<file path="src/rtl/seq_alu.sv">
// seq_alu: multi-cycle ALU with a registered result and valid/ready handshake
// on both sides. Single-cycle ops complete on the accept edge; MUL (shift-add)
// and DIV (restoring) iterate one bit per cycle.
// Optional macro SEQ_ALU_FLAGS_EN adds registered carry/overflow/negative.
module seq_alu #(
  parameter  int WIDTH = 16,
  localparam int SHW   = $clog2(WIDTH)
) (
  input  logic             clk,
  input  logic             rst_n,
  input  logic             in_valid,
  output logic             in_ready,
  input  logic [WIDTH-1:0] a,
  input  logic [WIDTH-1:0] b,
  input  logic [5:0]       alu_control,
  output logic             out_valid,
  input  logic             out_ready,
  output logic [WIDTH-1:0] dst,
  output logic [WIDTH-1:0] dst2,
  output logic             zero,
  output logic             div_zero
`ifdef SEQ_ALU_FLAGS_EN
  ,
  output logic             carry,
  output logic             overflow,
  output logic             negative
`endif
);

  localparam logic [5:0] OP_ADD  = 6'b000100;
  localparam logic [5:0] OP_SUB  = 6'b000101;
  localparam logic [5:0] OP_MUL  = 6'b000110;
  localparam logic [5:0] OP_DIV  = 6'b000111;
  localparam logic [5:0] OP_OR   = 6'b001000;
  localparam logic [5:0] OP_XOR  = 6'b001001;
  localparam logic [5:0] OP_NAND = 6'b001010;
  localparam logic [5:0] OP_NOR  = 6'b001011;
  localparam logic [5:0] OP_XNOR = 6'b001100;
  localparam logic [5:0] OP_NOT  = 6'b001101;
  localparam logic [5:0] OP_SHL  = 6'b001110;
  localparam logic [5:0] OP_SHR  = 6'b001111;

  localparam logic [SHW-1:0] CNT_INIT = SHW'(WIDTH - 1);

  typedef enum logic [1:0] {IDLE, MUL, DIV} state_t;

  state_t           state_q, state_d;
  logic [SHW-1:0]   cnt_q, cnt_d;
  logic [WIDTH-1:0] hi_q, hi_d;     // MUL partial product high / DIV remainder
  logic [WIDTH-1:0] lo_q, lo_d;     // MUL multiplier / DIV dividend->quotient
  logic [WIDTH-1:0] opnd_q, opnd_d; // MUL multiplicand / DIV divisor
  logic             ov_q, ov_d;
  logic [WIDTH-1:0] dst_q, dst_d;
  logic [WIDTH-1:0] dst2_q, dst2_d;
  logic             zero_q, zero_d;
  logic             divz_q, divz_d;

  logic [WIDTH-1:0] res;
  logic [WIDTH-1:0] sub_r, shl_r, shr_r;
  logic             sh_big;
  logic [WIDTH:0]   mul_sum;
  logic [WIDTH:0]   div_rs;
  logic             div_ge;
  logic             accept;

`ifdef SEQ_ALU_FLAGS_EN
  logic             cy_q, cy_d, vf_q, vf_d, neg_q, neg_d;
  logic             res_c, res_v;
  logic [WIDTH:0]   add_full;
`endif

  assign in_ready  = (state_q == IDLE) && (!ov_q || out_ready);
  assign accept    = in_valid && in_ready;
  assign out_valid = ov_q;
  assign dst       = dst_q;
  assign dst2      = dst2_q;
  assign zero      = zero_q;
  assign div_zero  = divz_q;
`ifdef SEQ_ALU_FLAGS_EN
  assign carry     = cy_q;
  assign overflow  = vf_q;
  assign negative  = neg_q;
`endif

  // Single-cycle result: logic/arith ops plus a log-stage barrel shifter.
  always_comb begin
    sub_r  = b - a;
    shl_r  = a;
    shr_r  = a;
    for (int unsigned i = 0; i < SHW; i++) begin
      if (b[i]) begin
        shl_r = shl_r << (1 << i);
        shr_r = shr_r >> (1 << i);
      end
    end
    sh_big = |b[WIDTH-1:SHW];
    case (alu_control)
      6'b000000, 6'b000001, 6'b000010, 6'b000011: res = a;
      OP_SUB:  res = (b != '0) ? sub_r : ~a;
      OP_OR:   res = a | b;
      OP_XOR:  res = a ^ b;
      OP_NAND: res = ~(a & b);
      OP_NOR:  res = ~(a | b);
      OP_XNOR: res = ~(a ^ b);
      OP_NOT:  res = ~a;
      OP_SHL:  res = sh_big ? '0 : shl_r;
      OP_SHR:  res = sh_big ? '0 : shr_r;
      default: res = a + b;
    endcase
  end

`ifdef SEQ_ALU_FLAGS_EN
  // Carry/overflow for single-cycle ops; every a+b opcode reports ADD flags.
  always_comb begin
    add_full = {1'b0, a} + {1'b0, b};
    res_c    = 1'b0;
    res_v    = 1'b0;
    case (alu_control)
      6'b000000, 6'b000001, 6'b000010, 6'b000011,
      OP_MUL, OP_DIV, OP_OR, OP_XOR, OP_NAND, OP_NOR,
      OP_XNOR, OP_NOT, OP_SHL, OP_SHR: begin
        res_c = 1'b0;
        res_v = 1'b0;
      end
      OP_SUB: begin
        res_c = (b < a);
        res_v = (b[WIDTH-1] ^ a[WIDTH-1]) & (sub_r[WIDTH-1] ^ b[WIDTH-1]);
      end
      default: begin
        res_c = add_full[WIDTH];
        res_v = (a[WIDTH-1] == b[WIDTH-1]) && (add_full[WIDTH-1] != a[WIDTH-1]);
      end
    endcase
  end
`endif

  // Next-state: accept, iterate MUL/DIV, write result, handshake bookkeeping.
  always_comb begin
    state_d = state_q;
    cnt_d   = cnt_q;
    hi_d    = hi_q;
    lo_d    = lo_q;
    opnd_d  = opnd_q;
    ov_d    = ov_q && !out_ready;
    dst_d   = dst_q;
    dst2_d  = dst2_q;
    zero_d  = zero_q;
    divz_d  = divz_q;
`ifdef SEQ_ALU_FLAGS_EN
    cy_d    = cy_q;
    vf_d    = vf_q;
    neg_d   = neg_q;
`endif
    mul_sum = {1'b0, hi_q} + (lo_q[0] ? {1'b0, opnd_q} : '0);
    div_rs  = {hi_q, lo_q[WIDTH-1]};
    div_ge  = (div_rs >= {1'b0, opnd_q});

    case (state_q)
      IDLE: begin
        if (accept) begin
          if (alu_control == OP_MUL) begin
            state_d = MUL;
            cnt_d   = CNT_INIT;
            hi_d    = '0;
            lo_d    = b;
            opnd_d  = a;
          end else if (alu_control == OP_DIV) begin
            state_d = DIV;
            cnt_d   = CNT_INIT;
            hi_d    = '0;
            lo_d    = a;
            opnd_d  = b;
          end else begin
            ov_d   = 1'b1;
            dst_d  = '0;
            dst2_d = res;
            zero_d = (res == '0);
            divz_d = 1'b0;
`ifdef SEQ_ALU_FLAGS_EN
            cy_d   = res_c;
            vf_d   = res_v;
            neg_d  = res[WIDTH-1];
`endif
          end
        end
      end
      MUL: begin
        hi_d  = mul_sum[WIDTH:1];
        lo_d  = {mul_sum[0], lo_q[WIDTH-1:1]};
        cnt_d = cnt_q - 1'b1;
        if (cnt_q == '0) begin
          state_d = IDLE;
          ov_d    = 1'b1;
          dst_d   = hi_d;
          dst2_d  = lo_d;
          zero_d  = (lo_d == '0);
          divz_d  = 1'b0;
`ifdef SEQ_ALU_FLAGS_EN
          cy_d    = (hi_d != '0);
          vf_d    = (hi_d != '0);
          neg_d   = lo_d[WIDTH-1];
`endif
        end
      end
      DIV: begin
        // Remainder always stays below the divisor, so a WIDTH-bit subtract suffices.
        hi_d  = div_ge ? (div_rs[WIDTH-1:0] - opnd_q) : div_rs[WIDTH-1:0];
        lo_d  = {lo_q[WIDTH-2:0], div_ge};
        cnt_d = cnt_q - 1'b1;
        if (cnt_q == '0) begin
          state_d = IDLE;
          ov_d    = 1'b1;
          dst_d   = hi_d;
          dst2_d  = lo_d;
          zero_d  = (lo_d == '0);
          divz_d  = (opnd_q == '0);
`ifdef SEQ_ALU_FLAGS_EN
          cy_d    = 1'b0;
          vf_d    = 1'b0;
          neg_d   = lo_d[WIDTH-1];
`endif
        end
      end
      default: state_d = IDLE;
    endcase
  end

  // State and result registers; async reset abandons any in-flight op.
  always_ff @(posedge clk or negedge rst_n) begin
    if (!rst_n) begin
      state_q <= IDLE;
      cnt_q   <= '0;
      hi_q    <= '0;
      lo_q    <= '0;
      opnd_q  <= '0;
      ov_q    <= 1'b0;
      dst_q   <= '0;
      dst2_q  <= '0;
      zero_q  <= 1'b0;
      divz_q  <= 1'b0;
`ifdef SEQ_ALU_FLAGS_EN
      cy_q    <= 1'b0;
      vf_q    <= 1'b0;
      neg_q   <= 1'b0;
`endif
    end else begin
      state_q <= state_d;
      cnt_q   <= cnt_d;
      hi_q    <= hi_d;
      lo_q    <= lo_d;
      opnd_q  <= opnd_d;
      ov_q    <= ov_d;
      dst_q   <= dst_d;
      dst2_q  <= dst2_d;
      zero_q  <= zero_d;
      divz_q  <= divz_d;
`ifdef SEQ_ALU_FLAGS_EN
      cy_q    <= cy_d;
      vf_q    <= vf_d;
      neg_q   <= neg_d;
`endif
    end
  end

endmodule

</file>
<file path="config.mk">
export PLATFORM = sky130hd
export DESIGN_NAME = seq_alu
export DESIGN_NICKNAME = d
export VERILOG_FILES = /design/src/rtl/seq_alu.sv
export SDC_FILE = /design/constraint.sdc
export NUM_CORES = 1
export LEC_CHECK = 0
export ABC_AREA = 0
export CORE_UTILIZATION = 50
export DETAILED_ROUTE_END_ITERATION = 12
export PLACE_DENSITY = 0.77
export SYNTH_ARGS = -nofsm -noshare
export SYNTH_HDL_FRONTEND = slang
export SYNTH_SLANG_ARGS = --single-unit
</file>
<file path="constraint.sdc">
create_clock -name clk -period 3 [get_ports clk]
set_input_delay 0.6 -clock clk [delete_from_list [all_inputs] [get_ports clk]]
set_output_delay 0.6 -clock clk [all_outputs]
set_load 0.005 [all_outputs]
</file>
== Word-level counts from Yosys, hierarchy flattened ==
Index checks and enable logic that the tools add are counted.
Word-level totals
  bits in latches: 0
  ROM bits: 0
  register bits: 89
  input bits: 42
  memories: 0
  memory bits (writable): 0
  word-level logic and storage cells: 133
Cells by class
  shifts and indexed selects: 0
  bitwise gates (word level): 7
  muxes and demuxes: 62
  add/sub/neg operators: 5
  $lt $le $gt $ge: 1
  multipliers: 0
  divide/modulo/power cells: 0
  eq/ne operators: 23
  reductions and logical operators: 25
Operators with widths (number)
  16-bit two-way mux: 31
  16-bit case mux with 3 select lines: 4
  16-bit case mux with 10 select lines: 1
  16-bit zero test: 4
  16-bit NOT: 4
  6-bit by 4-bit == test with 1-bit output (second input constant): 8
  16-bit subtractor: 2
  6-bit by 3-bit == test with 1-bit output (second input constant): 3
  16-bit by 16-bit adder with 17-bit output: 1
  17-bit by 16-bit greater-or-equal comparator with 1-bit output: 1
  16-bit adder: 1
  16-bit bitwise AND: 1
  16-bit OR: 1
  16-bit nonzero test: 1
  16-bit bitwise XOR: 1
  1-bit two-way mux: 14
  6-bit by 2-bit == test with 1-bit output (second input constant): 2
  4-bit two-way mux: 3
  3-bit AND reduction: 4
  12-bit OR reduction: 1
  2-bit != test (second input constant): 5
  2-bit two-way mux: 4
  4-bit case mux with 2 select lines: 1
  6-bit by 1-bit == test with 1-bit output (second input constant): 1
  19 further kinds: 24

== Logic depth before layout (Yosys ltp) ==
Gate-level depths: netlist of the first run.
  depth in word-level cells: 11
  depth in mapped cells: 16
  mapped depth without buffers: 14

== Least setup slack after synthesis of the first run ==
No wires, ideal clock.
  kind: input to register
  from: input port b[3]
  to: register zero_q, in the netlist zero
  cell stages on the path: 16
  path buffers: 4
  data arrival time: 4.556 ns
  library setup time: 0.092 ns
  slack: -1.648 ns
  path through: clkbuf_1 > clkbuf_1 > buf_1 > inv_1 > ha_1 > buf_2 > nor2b_1 > a211o_1 > a211oi_2 > o21ai_0 > and4_1 > or4_1 > nor3b_1 > or4b_1 > or4_1 > o31ai_2
Between the ends
  longest elaborated chain between the ends: 8
  elaborated cells on any way between the ends: 20
RTL lines
  start: declaration: line 14  | input logic [WIDTH-1:0] b,
  16-bit subtractor (tied with other cells): line 87  | sub_r = b - a;
  16-bit two-way mux (tied with other cells): line 99  | OP_SUB: res = (b != '0) ? sub_r : ~a;
  16-bit case mux with 10 select lines (*): line 97  | case (alu_control)
  16-bit zero test (*): line 177  | zero_d = (res == '0);
  1-bit two-way mux (*): line 167  | end else if (alu_control == OP_DIV) begin
  1-bit two-way mux (*): line 161  | if (alu_control == OP_MUL) begin
  1-bit two-way mux (*): line 160  | if (accept) begin
  1-bit case mux with 3 select lines (*): line 158  | case (state_q)
  end signal: assignment: line 255  | zero_q <= zero_d;
  end: declaration: line 55  | logic zero_q, zero_d;
Mark *: on every way between the ends. The rest lies on a longest branch, timed or not. The select of a mux whose other input is x is not followed.
A chain may end at the register's enable or synchronous reset.

== Worst setup path after layout of the first run ==
  from: input port b[0]
  to: register zero_q, in the netlist zero
Between the ends
  longest elaborated chain between the ends: 11
  elaborated cells on any way between the ends: 26
RTL lines (line)
  parallel branches: the longest is 5 deep, another holds 16-bit subtractor
  16-bit case mux with 10 select lines (*): 97
  16-bit zero test (*): 177
  1-bit two-way mux (*): 167
  1-bit two-way mux (*): 161
  1-bit two-way mux (*): 160
  1-bit case mux with 3 select lines (*): 158
Every way passes the cells marked *. The select of a mux whose other input is x is not followed.

==> results of run 1 <==
metrics by stage:
stage,cells,util [%],TNS [ns],setup slack (ns),hold slack [ns]
2_1_floorplan,1406,-,-1.20,-1.01,0.304
3_3_place_gp,1979,67.6,-19.31,-1.37,0.463
3_5_place_dp,1979,67.6,-22.19,-1.43,0.470
4_1_cts,2005,71.6,-1.49,-0.735,0.247
5_1_grt,2039,76.2,-2.37,-0.850,0.270
6_report,2039,76.2,-1.18,-0.782,0.230
synthesized netlist by cell type (all sizes together) (8+ instances only):
master | instances | area share, %
a221o | 13 | 1.2
a221oi | 10 | 0.83
buf | 32 | 1.6
nor2 | 128 | 4.6
xor2 | 17 | 1.4
mux2i | 35 | 3.3
mux4 | 18 | 4.0
o21ai | 161 | 7.6
nand4 | 10 | 0.59
nor3 | 35 | 1.7
ha | 85 | 10
xnor2 | 23 | 1.9
mux2 | 15 | 1.6
nor4 | 22 | 1.4
a21o | 9 | 0.64
o221ai | 10 | 0.83
a211oi | 22 | 1.6
inv | 77 | 2.7
a21oi | 102 | 4.8
a22o | 18 | 1.5
o211ai | 9 | 0.69
a22oi | 10 | 0.71
nand2 | 170 | 6.1
nand2b | 18 | 1.1
o22ai | 22 | 1.3
o21bai | 8 | 0.57
nand3 | 21 | 1.0
dfrtp | 89 | 21
nor2b | 22 | 1.3
and3 | 8 | 0.47
a31oi | 13 | 0.77
clkbuf | 76 | 2.7
per-layer routing:
metal  vias to the layer above  global-route usage, %  wire (um)
li1                       5836                      -          -
met1                      6024                   48.9      17000
met2                       715                   65.6      21000
met3                       197                   4.84       3600
met4                         0                   21.5       2790
met5                         -                      0          0
where the power goes:
part,switching (mW),leakage [nW],internal [mW],total [mW]
clock network,0.562,0.148,0.593,1.16
logic,2.48,5.75,2.36,4.84
registers,0.272,1.15,1.51,1.78
total,3.32,7.05,4.46,7.78
registers in the layout (all words and copies together) (netlist names):
name,flops
lo_q,16
dst,16
zero,1
out_valid,1
hi_q,16
opnd_q,16
cnt_q,4
div_zero,1
dst2,16
state_q,2
repair_timing:
action | CTS | global route
endpoints found under the hold margin | 0 | 0
pin swaps | 37 | 81
setup endpoints to repair | 47 | 61
gates cloned | 1 | 0
resized for setup | 138 | 226
buffers inserted | 9 | 40
final cells by class:
cell class / instances / area, um2
clock buffers: 9 / 225
well taps: 270 / 338
inverters: 78 / 308
fillers: 1476 / 4870
flip-flops and latches: 89 / 2230
clock inverters: 7 / 78.8
repair buffers: 455 / 3830
multi-input cells: 1131 / 8560
worst max path at each step:
stage / from / endpoint / slack [ns] / cells past startpoint
after CTS: a[9] / zero / -0.73 / 13
after detailed placement: b[3] / zero / -1.43 / 13
final: b[0] / zero / -0.78 / 16
after global placement: b[3] / zero / -1.37 / 13
after floorplan: b[3] / zero / -1.01 / 16
after global routing: b[0] / zero / -0.85 / 15
worst register-to-register path: stages, from the launching register on:
cell and delay [ns]:
sky130_fd_sc_hd__dfrtp_1 0.40, sky130_fd_sc_hd__buf_6 0.13, sky130_fd_sc_hd__inv_4 0.06, sky130_fd_sc_hd__buf_6 0.12, sky130_fd_sc_hd__nor2_1 0.05, sky130_fd_sc_hd__ha_1 0.38, sky130_fd_sc_hd__nand3_2 0.10, sky130_fd_sc_hd__o211ai_1 0.35
sky130_fd_sc_hd__o41ai_4 0.15, sky130_fd_sc_hd__o31a_1 0.30, sky130_fd_sc_hd__a21oi_2 0.18, sky130_fd_sc_hd__nand3_1 0.10, sky130_fd_sc_hd__nand2_1 0.10, sky130_fd_sc_hd__xor2_1 0.21, sky130_fd_sc_hd__a22oi_2 0.13, sky130_fd_sc_hd__o21ai_1 0.14
cells by family after synthesis:
kind of cell	Yosys count	synth area share (%)
AO/OA/AOI/OAI	464	27.9
buffers and inverters	186	7.14
AND/OR/NAND/NOR	470	20.7
XOR/XNOR	40	3.32
adder cells (fa/ha/maj)	89	10.9
flip-flops	89	21.1
multiplexers	68	8.95
==> PnR_summary.wiki, run 1 <==
{| class="wikitable"
! Metric !! Value
|-
| Largest clock skew in the final design || 0.00899 ns
|-
| Layout cell share with drive strength beyond 1 || 34.7%
|-
| Smallest setup slack after layout || -0.782 ns
|-
| Number of sinks on the clock net || 89
|-
| Maximum clock rate || 264 MHz
|-
| Worst EP arrival || 4.05 ns
|-
| Count of warnings emitted by yosys || 0
|-
| Worst Reg-to-Reg Cells || 15
|-
| Power per cell area || 500 nW/um2
|-
| Proportion of synthesized flip-flops having asynchronous set or reset || 100%
|-
| Number of design rule violations left after detail routing || 0
|-
| Count of hold buffers inserted by post-cts repair || 0
|-
| Iteration-0 DRC Markers || 1231
|-
| Number of nets in the synthesized netlist || 1537
|-
| Net count, final || 1895
|-
| Via-per-instance ratio || 6.26
|-
| Number of flops mapped to enable cells by yosys || 0
|-
| Top library cells by usage in the layout, fill and taps aside || sky130_fd_sc_hd__buf_4 (335), sky130_fd_sc_hd__nand2_1 (165), sky130_fd_sc_hd__nor2_1 (122)
|-
| Depth of the CTS H-tree || 3
|-
| Die boundary width || 147 um
|-
| Area after detailed placement || 13800 um2
|-
| Clock transition at path regs || 0.07 ns
|-
| Worst r2r dst || hi_q[14]
|-
| Die outline area || 21700 um2
|-
| Violated checks || setup timing
|-
| Number of pins exceeding their max-slew limit in the final report || 0
|-
| Worst hold path type || in -> async
|-
| Endpoint required time on the critical path || 3.27 ns
|-
| CTS max path bufs || 2
|-
| Share of the clock period used by the worst path after layout || 126%
|-
| Reg-to-reg setup timing slack || 0.01 ns
|-
| Area overhead of the layout relative to synthesis || 47.7%
|-
| Post-DP HPWL || 33000 um
|-
| Top FF cell, synth || sky130_fd_sc_hd__dfrtp_1
|-
| Total iterations of the first detailed-routing run || 6
|-
| CP max stage cell || sky130_fd_sc_hd__or4_4
|-
| Worst Path Buf+Inv || 4
|-
| Tot GR Track Use || 39.2%
|-
| Count of inserted antenna diode cells || 0
|-
| Time the final worst path needs with I/O delays and setup || 3.78 ns
|-
| Placer's final routability congestion estimate || 1.00
|-
| CP peak stage delay || 0.56 ns
|-
| Total wire length || 44400 um
|-
| Netlist area before placement || 10500 um2
|-
| Critical Path, Cell by Cell || buf_12 > clkinv_4 > ha_4 > inv_2 > fa_2 > nand2b_4 > a211o_1 > a211oi_4 > o21ai_2 > buf_4 > a311oi_2 > mux2i_1 > a31o_2 > or4b_4 > or4_4 > o31ai_4
|-
| Max-cap violations || 0
|-
| Class of the most critical setup path || in -> reg
|-
| CTS Root Cell || sky130_fd_sc_hd__clkbuf_16
|-
| Grt ovf || 0
|-
| Effective utilization at floorplan || 51.6%
|-
| Layout Cell Area excl Fill || 15600 um2
|-
| Final count of negative-setup-slack endpoints || 4
|-
| Post-synthesis register bit count || 89
|-
| Synth cell types || 80
|-
| Post-Synthesis Cells || 1406
|-
| Vias in the first global route || 12200
|-
| Unrepaired setup endpoints after global routing || yes
|-
| CTS tree || yes
|-
| Status || finished, violations left
|-
| Overall die height || 147 um
|-
| Global-route wire length before repair || 66300 um
|-
| Total power of the final layout || 7.78 mW
|-
| Antenna Nets Post-Route || 0
|-
| Average footprint of a synthesized cell || 7.49 um2
|-
| Worst-path maximum fanout || 5
|-
| Clk Latency, worst-skew pair || 0.35 ns
|-
| Most frequent standard cell in the layout excluding fill and tap cells || sky130_fd_sc_hd__buf_4
|-
| Actual slew at the worst max-slew pin || 0.569 ns
|-
| Pin count of the biggest net entering global routing || 49
|-
| Critical R2R Launch || lo_q[0]
|-
| Max-Slew Margin vs Limit || 62.1%
|-
| Critical Path Source Type || primary input
|-
| Initial antenna violation count || 0
|-
| Buffers added on ports || 77
|-
| Io pins || 78
|-
| Sequential area share after synthesis || 21.1%
|-
| Final Hold Violating Endpoints || 0
|-
| Placement Rows || 52
|-
| Nature of the critical path endpoint || register
|-
| Leakage power || 7.05 nW
|-
| Highest ir drop seen on vdd || 0.375 mV
|-
| TritonCTS buffer count || 9
|-
| Total via count in the routed design || 12800
|-
| Detailed-route wire length per cell || 21.8 um
|-
| Critical path's top delay family || compound AO/OA/AOI/OAI gates
|-
| Core area || 20400 um2
|}
(Power assumes the default switching activity.)
==> run 2: changes to the inputs <==
==> config.mk (replaced) <==
export PLATFORM = sky130hd
export DESIGN_NAME = seq_alu
export DESIGN_NICKNAME = d
export VERILOG_FILES = /design/src/rtl/seq_alu.sv
export SDC_FILE = /design/constraint.sdc
export NUM_CORES = 1
export LEC_CHECK = 0
export CELL_PAD_IN_SITES_DETAIL_PLACEMENT = 1
export CELL_PAD_IN_SITES_GLOBAL_PLACEMENT = 2
export CORE_UTILIZATION = 32
export DETAILED_ROUTE_END_ITERATION = 12
export PLACE_DENSITY = 0.83
export SYNTH_ARGS = -nofsm -noshare
export SYNTH_HDL_FRONTEND = slang
export SYNTH_SLANG_ARGS = --single-unit
==> run 2 against run 1 <==
Against the previous run: the flow still finishes with violations (setup timing); setup slack improved by 0.11 ns; final cell count up 9.7%; non-clock buffer count increased by 25; utilization shrank 27 points; power up 5.4%; critical endpoint unchanged; largest cell class unchanged; highest routed layer unchanged.
==> PnR_summary.wiki, run 2 (synthesis gave the netlist of run 1 again) <==
{| class="wikitable"
! Metric !! Value
|-
| Clk Latency, worst-skew pair || 0.37 ns
|-
| Class of the most critical setup path || in -> reg
|-
| CTS tree || yes
|-
| Critical path's top delay family || simple AND/OR/NAND/NOR gates
|-
| Design internal power || 4.60 mW
|-
| Largest clock skew in the final design || 0.0144 ns
|-
| Register area || 2230 um2
|-
| Clock transition at path regs || 0.08 ns
|-
| Critical Path Source Type || primary input
|-
| Tot GR Track Use || 29.1%
|-
| Actual slew at the worst max-slew pin || 0.944 ns
|-
| Global-route wire length before repair || 75800 um
|-
| Buffers added on ports || 77
|-
| Number of sinks on the clock net || 89
|-
| Final cell count without fillers || 2236
|-
| Post-DP HPWL || 37800 um
|-
| Worst hold path type || in -> async
|-
| Smallest setup slack after layout || -0.668 ns
|-
| Count of inserted antenna diode cells || 0
|-
| Via-per-instance ratio || 5.78
|-
| Number of pins exceeding their max-slew limit in the final report || 0
|-
| Violated checks || setup timing
|-
| Worst-path maximum fanout || 6
|-
| Time the final worst path needs with I/O delays and setup || 3.67 ns
|-
| Top library cells by usage in the layout, fill and taps aside || sky130_fd_sc_hd__buf_4 (364), sky130_fd_sc_hd__nand2_1 (160), sky130_fd_sc_hd__nor2_1 (119)
|-
| Final count of negative-setup-slack endpoints || 6
|-
| Number of design rule violations left after detail routing || 0
|-
| Initial antenna violation count || 0
|-
| Leakage power || 7.05 nW
|-
| Die outline area || 33700 um2
|-
| Share of the clock period used by the worst path after layout || 122%
|-
| Final Hold Violating Endpoints || 0
|-
| Detailed-route wire length per cell || 22.7 um
|-
| Effective utilization at floorplan || 32.5%
|-
| Dpl cells || 2169
|-
| Max-Slew Margin vs Limit || 36.6%
|-
| Most frequent cell on the critical path || sky130_fd_sc_hd__buf_4
|-
| Depth of the CTS H-tree || 3
|-
| Total iterations of the first detailed-routing run || 5
|-
| Io pins || 78
|-
| Placement Rows || 66
|-
| Area after detailed placement || 14200 um2
|-
| Total wire length || 50900 um
|-
| CTS Root Cell || sky130_fd_sc_hd__clkbuf_16
|-
| Iteration-0 DRC Markers || 861
|-
| Most frequent standard cell in the layout excluding fill and tap cells || sky130_fd_sc_hd__buf_4
|-
| Area occupied by multi-input gates || 8720 um2
|-
| Grt ovf || 0
|-
| Placer's final routability congestion estimate || 0.945
|-
| CTS max path bufs || 2
|-
| Die boundary width || 183 um
|-
| Critical Path, Cell by Cell || buf_6 > buf_4 > buf_12 > nor4_4 > nand4_1 > buf_4 > nand3_2 > a21oi_2 > o41a_1 > a41oi_2 > nand4bb_4 > or4b_4 > or4_4 > o31ai_4
|-
| Layout Cell Area excl Fill || 16100 um2
|-
| CP max stage cell || sky130_fd_sc_hd__or4b_4
|-
| TritonCTS buffer count || 9
|-
| Maximum clock rate || 273 MHz
|-
| Area overhead of the layout relative to synthesis || 52.7%
|-
| Net count, final || 1920
|-
| Vias in the first global route || 13200
|-
| Sequential share of power || 21.8%
|-
| Worst Path Buf+Inv || 4
|-
| Power per cell area || 510 nW/um2
|-
| Final total negative setup slack || -1.12 ns
|-
| Endpoint required time on the critical path || 3.28 ns
|-
| Switching component of the power || 3.60 mW
|-
| Share of power burned in combinational logic || 64.0%
|-
| Utilization after layout || 49.6%
|-
| Status || finished, violations left
|-
| Pin count of the biggest net entering global routing || 47
|-
| Overall die height || 183 um
|-
| Layout cell share with drive strength beyond 1 || 37.2%
|-
| Max-cap violations || 0
|-
| Count of fill cells added during filler insertion || 3880
|-
| Core area || 32500 um2
|-
| Unrepaired setup endpoints after global routing || yes
|-
| Highest ir drop seen on vdd || 0.370 mV
|-
| Worst EP arrival || 3.95 ns
|-
| CP peak stage delay || 0.49 ns
|-
| Net switching fraction of the power || 43.9%
|-
| Total via count in the routed design || 12900
|-
| Nature of the critical path endpoint || register
|-
| Antenna Nets Post-Route || 0
|-
| Part of the total power dissipated in the clock network || 14.1%
|}
run 2: changes by cell type in the layout (fill, tap and decap cells not counted), sizes merged:
cell,before,now
clkinvlp,0,1
inv,81,82
clkinv,4,2
dlygate4sd2,3,10
clkdlybuf4s15,2,5
dlymetal6s2s,12,1
buf,388,414
run 2: through the flow:
step           hold WS (ns)  setup slack [ns]  total power [mW]
2_1_floorplan         0.304             -1.01              4.07
3_3_place_gp          0.465             -1.40              5.94
3_5_place_dp          0.473             -1.48              6.07
4_1_cts               0.299            -0.700              7.61
5_1_grt               0.328            -0.772              8.66
6_report              0.279            -0.668              8.20
run 2: what timing repair did:
item,4_1_cts,5_1_grt
buffers inserted,28,29
endpoints found under the setup margin,50,46
pin swaps,68,83
hold buffers,0,0
hold endpoints to repair,0,0
resized for setup,244,160
run 2: worst register-to-register path: cells and delay by family, from the launching register on:
kind | cells | cell delay (ns)
adders and majority gates | 1 | 0.29
and+or+nand+nor | 4 | 0.29
DFF | 1 | 0.40
buffers and inverters | 5 | 0.57
AOI/OAI and AO/OA | 6 | 1.23
xor gates and xnor gates | 1 | 0.18
run 2: layout make-up:
class / instances / share of cell area [%]
Multi-Input combinational cell: 1131 / 54.2
Clock inverter: 7 / 0.451
Sequential cell: 89 / 13.8
Tap cell: 442 / 3.44
Timing Repair Buffer: 480 / 24.7
Clock buffer: 9 / 1.40
Inverter: 78 / 1.94
run 2: final timing paths:
check / from / end / slack [ns] / depth (start not counted)
min reg2reg: dst[14] / dst[14] / 0.49 / 2
min: rst_n / hi_q[7] / 0.28 / 1
max: b[2] / zero / -0.67 / 14
min in group clk: dst[14] / dst[14] / 0.49 / 2
max reg2reg: lo_q[0] / hi_q[14] / -0.02 / 17
max in group asynchronous: rst_n / lo_q[10] / 2.05 / 2
run 2: power by group through the flow:
| stage | clock (mW) | combinational [mW] | sequential [mW] |
|---|---|---|---|
| after floorplan | 0 | 2.34 | 1.74 |
| after global placement | 0 | 4.15 | 1.80 |
| after detailed placement | 0 | 4.26 | 1.81 |
| after CTS | 1.18 | 4.64 | 1.79 |
| after global routing | 1.22 | 5.61 | 1.83 |
| final | 1.16 | 5.25 | 1.79 |
run 2: routing by layer:
| layer | GRT usage (%) | up-vias | wire length [um] |
|---|---|---|---|
| li1 | - | 5877 | - |
| met1 | 36.2 | 6418 | 20600 |
| met2 | 50.6 | 474 | 25100 |
| met3 | 2.71 | 163 | 2600 |
| met4 | 13.3 | 0 | 2540 |
| met5 | 0 | - | 0 |
